==> config.mk <==
export PLATFORM = sky130hd
export DESIGN_NAME = riscv_wb_stage
export DESIGN_NICKNAME = d
export VERILOG_FILES = /design/src/rtl/riscv_wb_stage_pkg.sv /design/src/rtl/riscv_ld_align.sv /design/src/rtl/riscv_mux.sv /design/src/rtl/riscv_wb_stage.sv
export SDC_FILE = /design/constraint.sdc
export NUM_CORES = 1
export LEC_CHECK = 0
export BUFFER_PORTS_ARGS = -buffer_cell sky130_fd_sc_hd__buf_4
export CORE_MARGIN = 2
export CORE_UTILIZATION = 49
export DETAILED_ROUTE_END_ITERATION = 8
export PLACE_DENSITY = 0.89
export SYNTH_ARGS = -nofsm -noshare
export SYNTH_HDL_FRONTEND = slang
export SYNTH_SLANG_ARGS = --single-unit
export TNS_END_PERCENT = 1
==> constraint.sdc <==
create_clock -name i_clk -period 3.5 [get_ports i_clk]
set_input_delay 0.7 -clock i_clk [delete_from_list [all_inputs] [get_ports i_clk]]
set_output_delay 0.7 -clock i_clk [all_outputs]
set_load 0.02 [all_outputs]
==> src/rtl/riscv_wb_stage_pkg.sv <==
// Shared definitions for the RV32I write-back stage: datapath width,
// load funct3 encodings and the write-back FSM state type.
package riscv_wb_stage_pkg;

    localparam int RV_XLEN = 32;

    // Load funct3 encodings (RV32I base ISA)
    localparam logic [2:0] FUNCT3_LB  = 3'b000;
    localparam logic [2:0] FUNCT3_LH  = 3'b001;
    localparam logic [2:0] FUNCT3_LW  = 3'b010;
    localparam logic [2:0] FUNCT3_LBU = 3'b100;
    localparam logic [2:0] FUNCT3_LHU = 3'b101;

    typedef enum logic {
        WB_IDLE      = 1'b0,
        WB_LOAD_WAIT = 1'b1
    } wb_state_e;

endpackage

==> src/rtl/riscv_ld_align.sv <==
// Load data aligner: extracts the addressed byte/half/word from a raw
// memory word and sign- or zero-extends it. Flags unknown funct3 codes.
module riscv_ld_align
    import riscv_wb_stage_pkg::*;
#(
    parameter int XLEN = RV_XLEN
)(
    input  logic [2:0]      funct3,
    input  logic [1:0]      offset,
    input  logic [XLEN-1:0] raw,
    output logic [XLEN-1:0] aligned,
    output logic            bad_f3
);

    logic [7:0]  lane_byte;
    logic [15:0] lane_half;

    // Byte lane follows the full offset; half lane only looks at offset[1]
    assign lane_byte = raw[{offset, 3'b000} +: 8];
    assign lane_half = offset[1] ? raw[31:16] : raw[15:0];

    // Extend the selected lane according to the load type
    always_comb begin
        aligned = '0;
        bad_f3  = 1'b0;
        case (funct3)
            FUNCT3_LB:  aligned = {{(XLEN-8){lane_byte[7]}}, lane_byte};
            FUNCT3_LBU: aligned = {{(XLEN-8){1'b0}}, lane_byte};
            FUNCT3_LH:  aligned = {{(XLEN-16){lane_half[15]}}, lane_half};
            FUNCT3_LHU: aligned = {{(XLEN-16){1'b0}}, lane_half};
            FUNCT3_LW:  aligned = raw;
            default:    bad_f3  = 1'b1;
        endcase
    end

endmodule

==> src/rtl/riscv_mux.sv <==
// Generic N-input one-hot-free selector over a flat concatenation.
// Out-of-range selects produce zero.
module riscv_mux #(
    parameter int N_MUX_IN = 4,
    parameter int WIDTH    = 32,
    parameter int SEL_W    = (N_MUX_IN > 1) ? $clog2(N_MUX_IN) : 1
)(
    input  logic [SEL_W-1:0]          sel,
    input  logic [N_MUX_IN*WIDTH-1:0] in_concat,
    output logic [WIDTH-1:0]          out
);

    // Pick the selected slot; anything past the last input reads as zero
    always_comb begin
        // NOTE: assigning a default before the loop means every path drives
        // 'out', so no latch is inferred for unmatched select values.
        out = '0;
        for (int k = 0; k < N_MUX_IN; k++) begin
            if (sel == SEL_W'(k)) begin
                out = in_concat[k*WIDTH +: WIDTH];
            end
        end
    end

endmodule

==> src/rtl/riscv_wb_stage.sv <==
// Registered write-back stage: selects the result source, aligns load data,
// waits (bounded) for late data-memory responses and drives the register-file
// write port, which doubles as the forwarding source.
module riscv_wb_stage
    import riscv_wb_stage_pkg::*;
#(
    parameter int  XLEN     = RV_XLEN,
    parameter int  N_SRC    = 4,
    parameter int  LOAD_SRC = 1,
    parameter int  TIMEOUT  = 255,
    localparam int SRC_W    = (N_SRC > 1) ? $clog2(N_SRC) : 1
)(
    input  logic                  i_clk,
    input  logic                  i_rst,
    input  logic                  i_wb_valid,
    output logic                  o_wb_ready,
    input  logic [SRC_W-1:0]      i_wb_ctrl_rd_src,
    input  logic [N_SRC*XLEN-1:0] i_wb_concat_data,
    input  logic                  i_wb_rd_we,
    input  logic [4:0]            i_wb_rd_addr,
    input  logic [2:0]            i_wb_ld_funct3,
    input  logic [1:0]            i_wb_ld_offset,
    input  logic                  i_wb_dmem_rvalid,
    input  logic [XLEN-1:0]       i_wb_dmem_rdata,
    output logic                  o_wb_rf_we,
    output logic [4:0]            o_wb_rf_addr,
    output logic [XLEN-1:0]       o_wb_rf_data,
    output logic                  o_wb_err
);

    localparam int CNT_W = $clog2(TIMEOUT + 1);

    wb_state_e        state, state_next;
    logic [CNT_W-1:0] cnt;

    // Load context captured when a load has to wait for its data
    logic             cap_we;
    logic [4:0]       cap_addr;
    logic [2:0]       cap_f3;
    logic [1:0]       cap_off;

    logic             accept;
    logic             is_load;
    logic             src_bad;
    logic [2:0]       align_f3;
    logic [1:0]       align_off;
    logic [XLEN-1:0]  aligned;
    logic             bad_f3;
    logic [XLEN-1:0]  mux_out;

    // Write/transition decisions for the current cycle
    logic             do_write;
    logic             do_capture;
    logic             do_abort;
    logic             wr_we;
    logic [4:0]       wr_addr;
    logic [XLEN-1:0]  wr_data;
    logic             wr_err;

    assign o_wb_ready = (state == WB_IDLE);
    assign accept     = i_wb_valid & o_wb_ready;
    assign is_load    = (i_wb_ctrl_rd_src == SRC_W'(LOAD_SRC));
    assign src_bad    = ({1'b0, i_wb_ctrl_rd_src} >= (SRC_W+1)'(N_SRC));

    // A waiting load aligns with its captured type/offset, otherwise the live ones
    assign align_f3  = (state == WB_LOAD_WAIT) ? cap_f3  : i_wb_ld_funct3;
    assign align_off = (state == WB_LOAD_WAIT) ? cap_off : i_wb_ld_offset;

    riscv_ld_align #(
        .XLEN (XLEN)
    ) u_ld_align (
        .funct3  (align_f3),
        .offset  (align_off),
        .raw     (i_wb_dmem_rdata),
        .aligned (aligned),
        .bad_f3  (bad_f3)
    );

    riscv_mux #(
        .N_MUX_IN (N_SRC),
        .WIDTH    (XLEN),
        .SEL_W    (SRC_W)
    ) u_src_mux (
        .sel       (i_wb_ctrl_rd_src),
        .in_concat (i_wb_concat_data),
        .out       (mux_out)
    );

    // Next-state and per-cycle write decision
    always_comb begin
        state_next = state;
        do_write   = 1'b0;
        do_capture = 1'b0;
        do_abort   = 1'b0;
        wr_we      = 1'b0;
        wr_addr    = i_wb_rd_addr;
        wr_data    = mux_out;
        wr_err     = 1'b0;
        case (state)
            WB_IDLE: begin
                if (accept) begin
                    if (is_load && !i_wb_dmem_rvalid) begin
                        do_capture = 1'b1;
                        state_next = WB_LOAD_WAIT;
                    end else begin
                        do_write = 1'b1;
                        wr_we    = i_wb_rd_we;
                        wr_addr  = i_wb_rd_addr;
                        wr_data  = is_load ? aligned : mux_out;
                        wr_err   = src_bad | (is_load & bad_f3);
                    end
                end
            end
            WB_LOAD_WAIT: begin
                // A response on the timeout cycle still wins over the abort
                if (i_wb_dmem_rvalid) begin
                    do_write   = 1'b1;
                    wr_we      = cap_we;
                    wr_addr    = cap_addr;
                    wr_data    = aligned;
                    wr_err     = bad_f3;
                    state_next = WB_IDLE;
                end else if (cnt == CNT_W'(TIMEOUT)) begin
                    do_abort   = 1'b1;
                    state_next = WB_IDLE;
                end
            end
            default: state_next = WB_IDLE;
        endcase
    end

    // State register, wait counter and captured load context
    always_ff @(posedge i_clk or posedge i_rst) begin
        // NOTE: sequential state uses non-blocking assignments so every
        // register samples pre-edge values regardless of statement order.
        if (i_rst) begin
            state    <= WB_IDLE;
            cnt      <= '0;
            cap_we   <= 1'b0;
            cap_addr <= '0;
            cap_f3   <= '0;
            cap_off  <= '0;
        end else begin
            state <= state_next;
            if (do_capture) begin
                cnt      <= '0;
                cap_we   <= i_wb_rd_we;
                cap_addr <= i_wb_rd_addr;
                cap_f3   <= i_wb_ld_funct3;
                cap_off  <= i_wb_ld_offset;
            end else if (state == WB_LOAD_WAIT && state_next == WB_LOAD_WAIT) begin
                cnt <= cnt + CNT_W'(1);
            end
        end
    end

    // Register-file write port and sticky error flag
    always_ff @(posedge i_clk or posedge i_rst) begin
        if (i_rst) begin
            o_wb_rf_we   <= 1'b0;
            o_wb_rf_addr <= '0;
            o_wb_rf_data <= '0;
            o_wb_err     <= 1'b0;
        end else begin
            // Writes to x0 are suppressed but address/data still follow
            o_wb_rf_we <= do_write & wr_we & (wr_addr != 5'd0);
            if (do_write) begin
                o_wb_rf_addr <= wr_addr;
                o_wb_rf_data <= wr_data;
            end
            if ((do_write & wr_err) | do_abort) begin
                o_wb_err <= 1'b1;
            end
        end
    end

endmodule

# Word level (Yosys, flattened, before mapping)
# Cells that the tools add are included.
[totals]
register_bits = 59
inputBits = 177
output_inout_bits = 40
[classes]
add_sub_neg = 1
eq_ne = 8
shift = 1
muxes = 39
bitwise_logic = 7
n_reduce_logical = 8
[op_table]
columns = ["operator", "n"]
rows = [
  ["two-way mux 32 bit", 8],
  ["one-hot mux 32 bit (5 select lines)", 1],
  ["one-hot mux 32 bit (2 select lines)", 1],
  ["variable part select 32 x 6 -> 8 bit", 1],
  ["two-way mux 1 bit", 18],
  ["two-way mux 16 bit", 1],
  ["two-way mux 8 bit", 2],
  ["one-hot mux 5 bit (2 select lines)", 1],
  ["adder 8 x 1 -> 8 bit, second input constant", 1],
  ["== test 8 bit, second input constant", 1],
  ["one-hot mux 1 bit (2 select lines)", 4],
  ["== test 3 bit, second input constant", 2],
  ["AND 1 bit", 5],
  ["two-way mux 5 bit", 1],
  ["nonzero test 5 bit", 1],
  ["OR reduction 5 bit", 1],
  ["== test 2 bit, second input constant", 2],
  ["== test 3 x 1 -> 1 bit, second input constant", 1],
  ["== test 3 x 2 -> 1 bit, second input constant", 1],
  ["logical NOT 3 bit", 1],
  ["two-way mux 3 bit", 1],
  ["== test 2 x 1 -> 1 bit, second input constant", 1],
  ["logical AND 1 bit", 2],
  ["logical NOT 2 bit", 1],
  ["other kinds (5)", 5],
]

# Depth between registers and ports, before layout
[depth]
ltp_word = 10
mapped_depth = 8

# Modules after synthesis
# Synthesis repeated with hierarchy kept, for this count alone.
[hier_totals]
hier_cells = 396
hier_area_um2 = 4747.1
[by_module_without_submodules]
columns = ["module", "instances", "cells_each", "area_per_inst_um2", "seq_area_each_um2"]
rows = [
  ["riscv_wb_stage", 1, 235, 2962.8, 1476.4],
  ["riscv_ld_align", 1, 122, 969.7, 0.0],
  ["riscv_mux", 1, 39, 814.5, 0.0],
]

# Worst setup path after synthesis
# No wires, ideal clock.
[synth_timing]
kind = "input port to flip-flop"
startpoint = "input i_wb_ctrl_rd_src[0]"
endpoint = "register o_wb_rf_data[19]"
setup_ps = 126
arrival_time_ps = 2055
required_ps = 3374
setup_slack_ps = 1319
stages = 6
n_path_buf = 2
cell_sequence = "buf_2 buf_1 mux2_2 a22oi_1 o2bb2ai_1 a311o_1"
[synth_via]
elab_chain_cells = 9
elab_cells_between_ends = 17
[synth_lines]
columns = ["element", "line", "rtl"]
rows = [
  ["start: declaration", "riscv_wb_stage.sv:17", "input logic [SRC_W-1:0] i_wb_ctrl_rd_src,"],
  ["logical NOT 2 bit", "riscv_mux.sv:19", "if (sel == SEL_W'(k)) begin"],
  ["two-way mux 32 bit (4 in a row)", "riscv_mux.sv:19", ""],
  ["two-way mux 32 bit", "riscv_wb_stage.sv:109", "wr_data = is_load ? aligned : mux_out;"],
  ["two-way mux 32 bit", "riscv_wb_stage.sv:102", "if (is_load && !i_wb_dmem_rvalid) begin"],
  ["two-way mux 32 bit", "riscv_wb_stage.sv:101", "if (accept) begin"],
  ["one-hot mux 32 bit (2 select lines)", "riscv_wb_stage.sv:99", "case (state)"],
  ["end signal: assignment", "riscv_wb_stage.sv:169", "o_wb_rf_data <= wr_data;"],
  ["end: declaration", "riscv_wb_stage.sv:27", "output logic [XLEN-1:0] o_wb_rf_data,"],
]
# Parallel ways exist; a longest one is shown, timed or not.
# A chain may end at the register's enable or synchronous reset.

# Worst setup path after layout
[layout_timing]
startpoint = "register state"
endpoint = "register o_wb_rf_data[3]"
[layout_via]
elab_chain_cells = 7
elab_cells_between_ends = 19
[layout_lines]
columns = ["element", "line", "rtl"]
rows = [
  ["start: declaration", "riscv_wb_stage.sv:33", "wb_state_e state, state_next;"],
  ["start signal: assignment", "riscv_wb_stage.sv:144", "state <= state_next;"],
  ["two-way mux 2 bit / two-way mux 3 bit (equally long branches)", "riscv_wb_stage.sv:67, riscv_wb_stage.sv:66", ""],
  ["variable part select 32 x 6 -> 8 bit (tied with other cells)", "riscv_ld_align.sv:19", "assign lane_byte = raw[{offset, 3'b000} +: 8];"],
  ["one-hot mux 32 bit (5 select lines)", "riscv_ld_align.sv:26", "case (funct3)"],
  ["two-way mux 32 bit", "riscv_wb_stage.sv:109", ""],
  ["two-way mux 32 bit", "riscv_wb_stage.sv:102", ""],
  ["two-way mux 32 bit", "riscv_wb_stage.sv:101", ""],
  ["one-hot mux 32 bit (2 select lines)", "riscv_wb_stage.sv:99", ""],
]
# Parallel ways exist; a longest one is shown, timed or not.

==> flow_metrics.env <==
export IMPL_finClkSkew_ns=0.00567
export IMPL_tightest_slew_ns=1.12
export IMPL_wire_per_inst_um=20.0
export IMPL_synth_seq_cells=59
export IMPL_die_area_sq_um=8820
export IMPL_overflow=0
export IMPL_status="complete, no violations"
export IMPL_start_util_pct=51.0
export IMPL_period_minus_slack_ns=2.63
export IMPL_slowest_delay_ns=0.79
export IMPL_final_net_count=767
export IMPL_antenna_found_initial=0
export IMPL_ctsHoldBuffers=0
export IMPL_slew_limit_headroom_pct=24.9
export IMPL_syn2layout_area_growth_pct=42.6
export IMPL_drv_slew=0
export IMPL_setup_tns_ns=0
export IMPL_synthArstFlopShare_pct=100
export IMPL_drtIter0Drc=283
export IMPL_via_per_inst=6.15
export IMPL_setup_viol=0
export IMPL_clk_latency_ns=0.35
export IMPL_worstPathArrival_ns=2.89
export IMPL_wl_met2_um=6940
export IMPL_avgSynthCellArea_sq_um=9.74
export IMPL_start_kind="flip-flop"
export IMPL_design_core_area_sq_um=7770
export IMPL_vias=4271
export IMPL_grt_pass1_vias=4253
export IMPL_cts_resized=0
export IMPL_hold_viol=0
export IMPL_synth_nets=585
export IMPL_drc=0
export IMPL_synth_warnings=0
export IMPL_vdd_ir_drop_max_mv=0.225
export IMPL_synth_edf_count=0
export IMPL_end_kind="flip-flop"
export IMPL_clk_pin_slew_ns=0.07
export IMPL_syn_inst=407
export IMPL_syn_area_sq_um=3960
export IMPL_yosysUniqueCellTypes=51
export IMPL_yosys_most_used_dff="dfrtp_1"
export IMPL_drtAntennaViolNets=0
export IMPL_p_leak_nw=2.65
export IMPL_seq_area_frac_synth_pct=37.2
export IMPL_grt_use_total_pct=31.5
export IMPL_drt_met1_wl_um=5050
export IMPL_nFillCells=563
export IMPL_boundaryPins=217
export IMPL_hp_class="reg2reg"
export IMPL_power_frac_clock_pct=25.1
export IMPL_p_int_mw=1.50
export IMPL_clockBufferDepth=2
export IMPL_dr_wl_met3_um=1280
export IMPL_fin_util_pct=72.8
export IMPL_route_final_wire_length_um=13900
export IMPL_cts_root_buf="clkbuf_8"
export IMPL_die_y_um=93.9
export IMPL_dp_hpwl_um=10500
export IMPL_rows=32
export IMPL_first_pass_iters=5
export IMPL_numCtsBuffers=9
export IMPL_period_share_pct=75.0
export IMPL_p_comb_share_pct=36.0
export IMPL_routabilityCongestion=0.898
export IMPL_drive_gt1_share_pct=46.9
export IMPL_cp_max_fo=20
export IMPL_cts_sinks=59
export IMPL_path_cells="nand2_1 -> o32ai_2 -> o21bai_1 -> a221oi_1 -> o221ai_1"
export IMPL_fmax_ghz=0.381
export IMPL_portBuffers=193
export IMPL_top_layer_used="met4"
export IMPL_diodes=0
export IMPL_die_w_um=93.9
export IMPL_critical_path_slowest_cell="dfrtp_1"
export IMPL_switching_share_pct=34.0
export IMPL_required_ns=3.76
export IMPL_p_per_area_nw_per_um2=403
export IMPL_grt_max_degree=36
export IMPL_switching_power_mw=0.775
export IMPL_drv_cap=0
export IMPL_postCtsSetupBuffers=0
export IMPL_crit_type="reg2reg"
export IMPL_cts_max_level=3
export IMPL_rsz0062_at_grt="false"
export IMPL_p_seq_share_pct=38.9
export IMPL_cts_tree="yes"
export IMPL_grt_pass1_wl_um=21400
## synth_stat cells, types with 5 or more instances
cell type / number / area (sq um)
nand2_1: 80 / 300
dfrtp_1: 59 / 1480
nor2_1: 26 / 97.6
a22oi_1: 24 / 180
mux2_2: 24 / 270
a21oi_1: 19 / 95.1
a221oi_2: 17 / 255
o221ai_1: 16 / 140
clkbuf_1: 15 / 56.3
buf_2: 11 / 55.1
mux4_2: 10 / 225
mux2i_1: 9 / 90.1
o21ai_0: 9 / 45.0
a311o_1: 8 / 80.1
a221oi_1: 7 / 61.3
inv_1: 7 / 26.3
o2bb2ai_1: 7 / 61.3
nand3_1: 6 / 30.0
nand2b_1: 5 / 31.3
## cell usage in the layout (no fill, tap or decap), drive strengths merged, types with 2 or more instances in the layout
cell and instances:
o32ai 2, buf 203, nand2 80, and3 3, o21ai 10, or4 2
dfrtp 59, or2 2, mux4 10, inv 7, nand3 6, o22ai 2
nor3 3, xor2 3, mux2 25, and2 3, mux2i 10, xnor2 4
a21oi 19, o221ai 16, clkbuf 13, a221oi 24, clkinv 2, o2111ai 2
o21bai 2, a22oi 24, o2bb2ai 7, a311o 8, nor2 26, nand2b 5
## power by group through the flow
| stage | clock network [mW] | logic, mW | registers [mW] |
|---|---|---|---|
| 6_report | 0.573 | 0.820 | 0.886 |
| 5_1_grt | 0.610 | 0.878 | 0.898 |
| 4_1_cts | 0.576 | 0.817 | 0.883 |
| 3_5_place_dp | 0 | 0.810 | 0.893 |
| 3_3_place_gp | 0 | 0.786 | 0.885 |
| 2_1_floorplan | 0 | 0.355 | 0.969 |
## flip-flops by register name, summed over array words and instances, names as in the netlist
signal / count
cap_off: 2
cap_we: 1
cap_f3: 3
cap_addr: 5
o_wb_rf_addr: 5
o_wb_rf_we: 1
o_wb_err: 1
state: 1
cnt: 8
o_wb_rf_data: 32
## worst max-delay path: cells and delay by family, from the launching register on
family	cells	cell delay [ns]
compound gates	4	1.56
flops	1	0.79
simple gates	1	0.18
## layer usage
metal	vias to the layer above	track usage (%)
met5	-	0
met4	0	14.4
met3	48	9.23
met2	248	53.0
met1	2059	36.9
li1	1916	-
## final cells by class
class,instances,area (sq um),share of cell area (%)
inverters,7,26.3,0.465
clock buffers,13,169,2.99
flip-flops and latches,59,1480,26.1
well taps,102,128,2.26
repair buffers,203,1520,27.0
multi-input cells,309,2320,41.0
clock inverters,2,10.0,0.177
## final timing paths
path	start	cells past startpoint	slack, ns	end
max in group asynchronous	i_rst	3	2.18	o_wb_rf_data[25]$_DFFE_PP0P_
worst max register to register	state$_DFF_PP0_	5	0.87	o_wb_rf_data[3]$_DFFE_PP0P_
worst min-delay path	o_wb_rf_addr[0]$_DFFE_PP0P_	2	0.48	o_wb_rf_addr[0]$_DFFE_PP0P_
worst max-delay path	state$_DFF_PP0_	5	0.87	o_wb_rf_data[3]$_DFFE_PP0P_
worst min register to register	o_wb_rf_addr[0]$_DFFE_PP0P_	2	0.48	o_wb_rf_addr[0]$_DFFE_PP0P_
min in group asynchronous	i_rst	2	0.49	o_wb_rf_addr[0]$_DFFE_PP0P_
## stage by stage
stage / cell area, sq um / total power [mW] / cells / hold slack (ns) / setup WS, ns
after floorplan: 3960 / 1.32 / 407 / 0.445 / 1.32
after global placement: 5470 / 1.67 / 680 / 0.465 / 0.857
final: 5650 / 2.28 / 695 / 0.479 / 0.874
after global routing: 5650 / 2.39 / 695 / 0.505 / 0.642
after detailed placement: 5470 / 1.70 / 680 / 0.472 / 0.787
after CTS: 5650 / 2.28 / 695 / 0.486 / 0.916
## kinds of logic (layout without fill, tap and decap cells)
kind of cell	Yosys count	in the layout	share of synthesized area [%]
buffers and inverters	39	225	4.51
DFF	59	59	37.2
adders and majority gates	1	1	0.316
AOI/OAI and AO/OA	121	121	26.3
muxes	45	45	15.5
and+or+nand+nor	135	135	14.6
xor gates and xnor gates	7	7	1.55
Note: power is estimated with default switching activity, not from simulation.
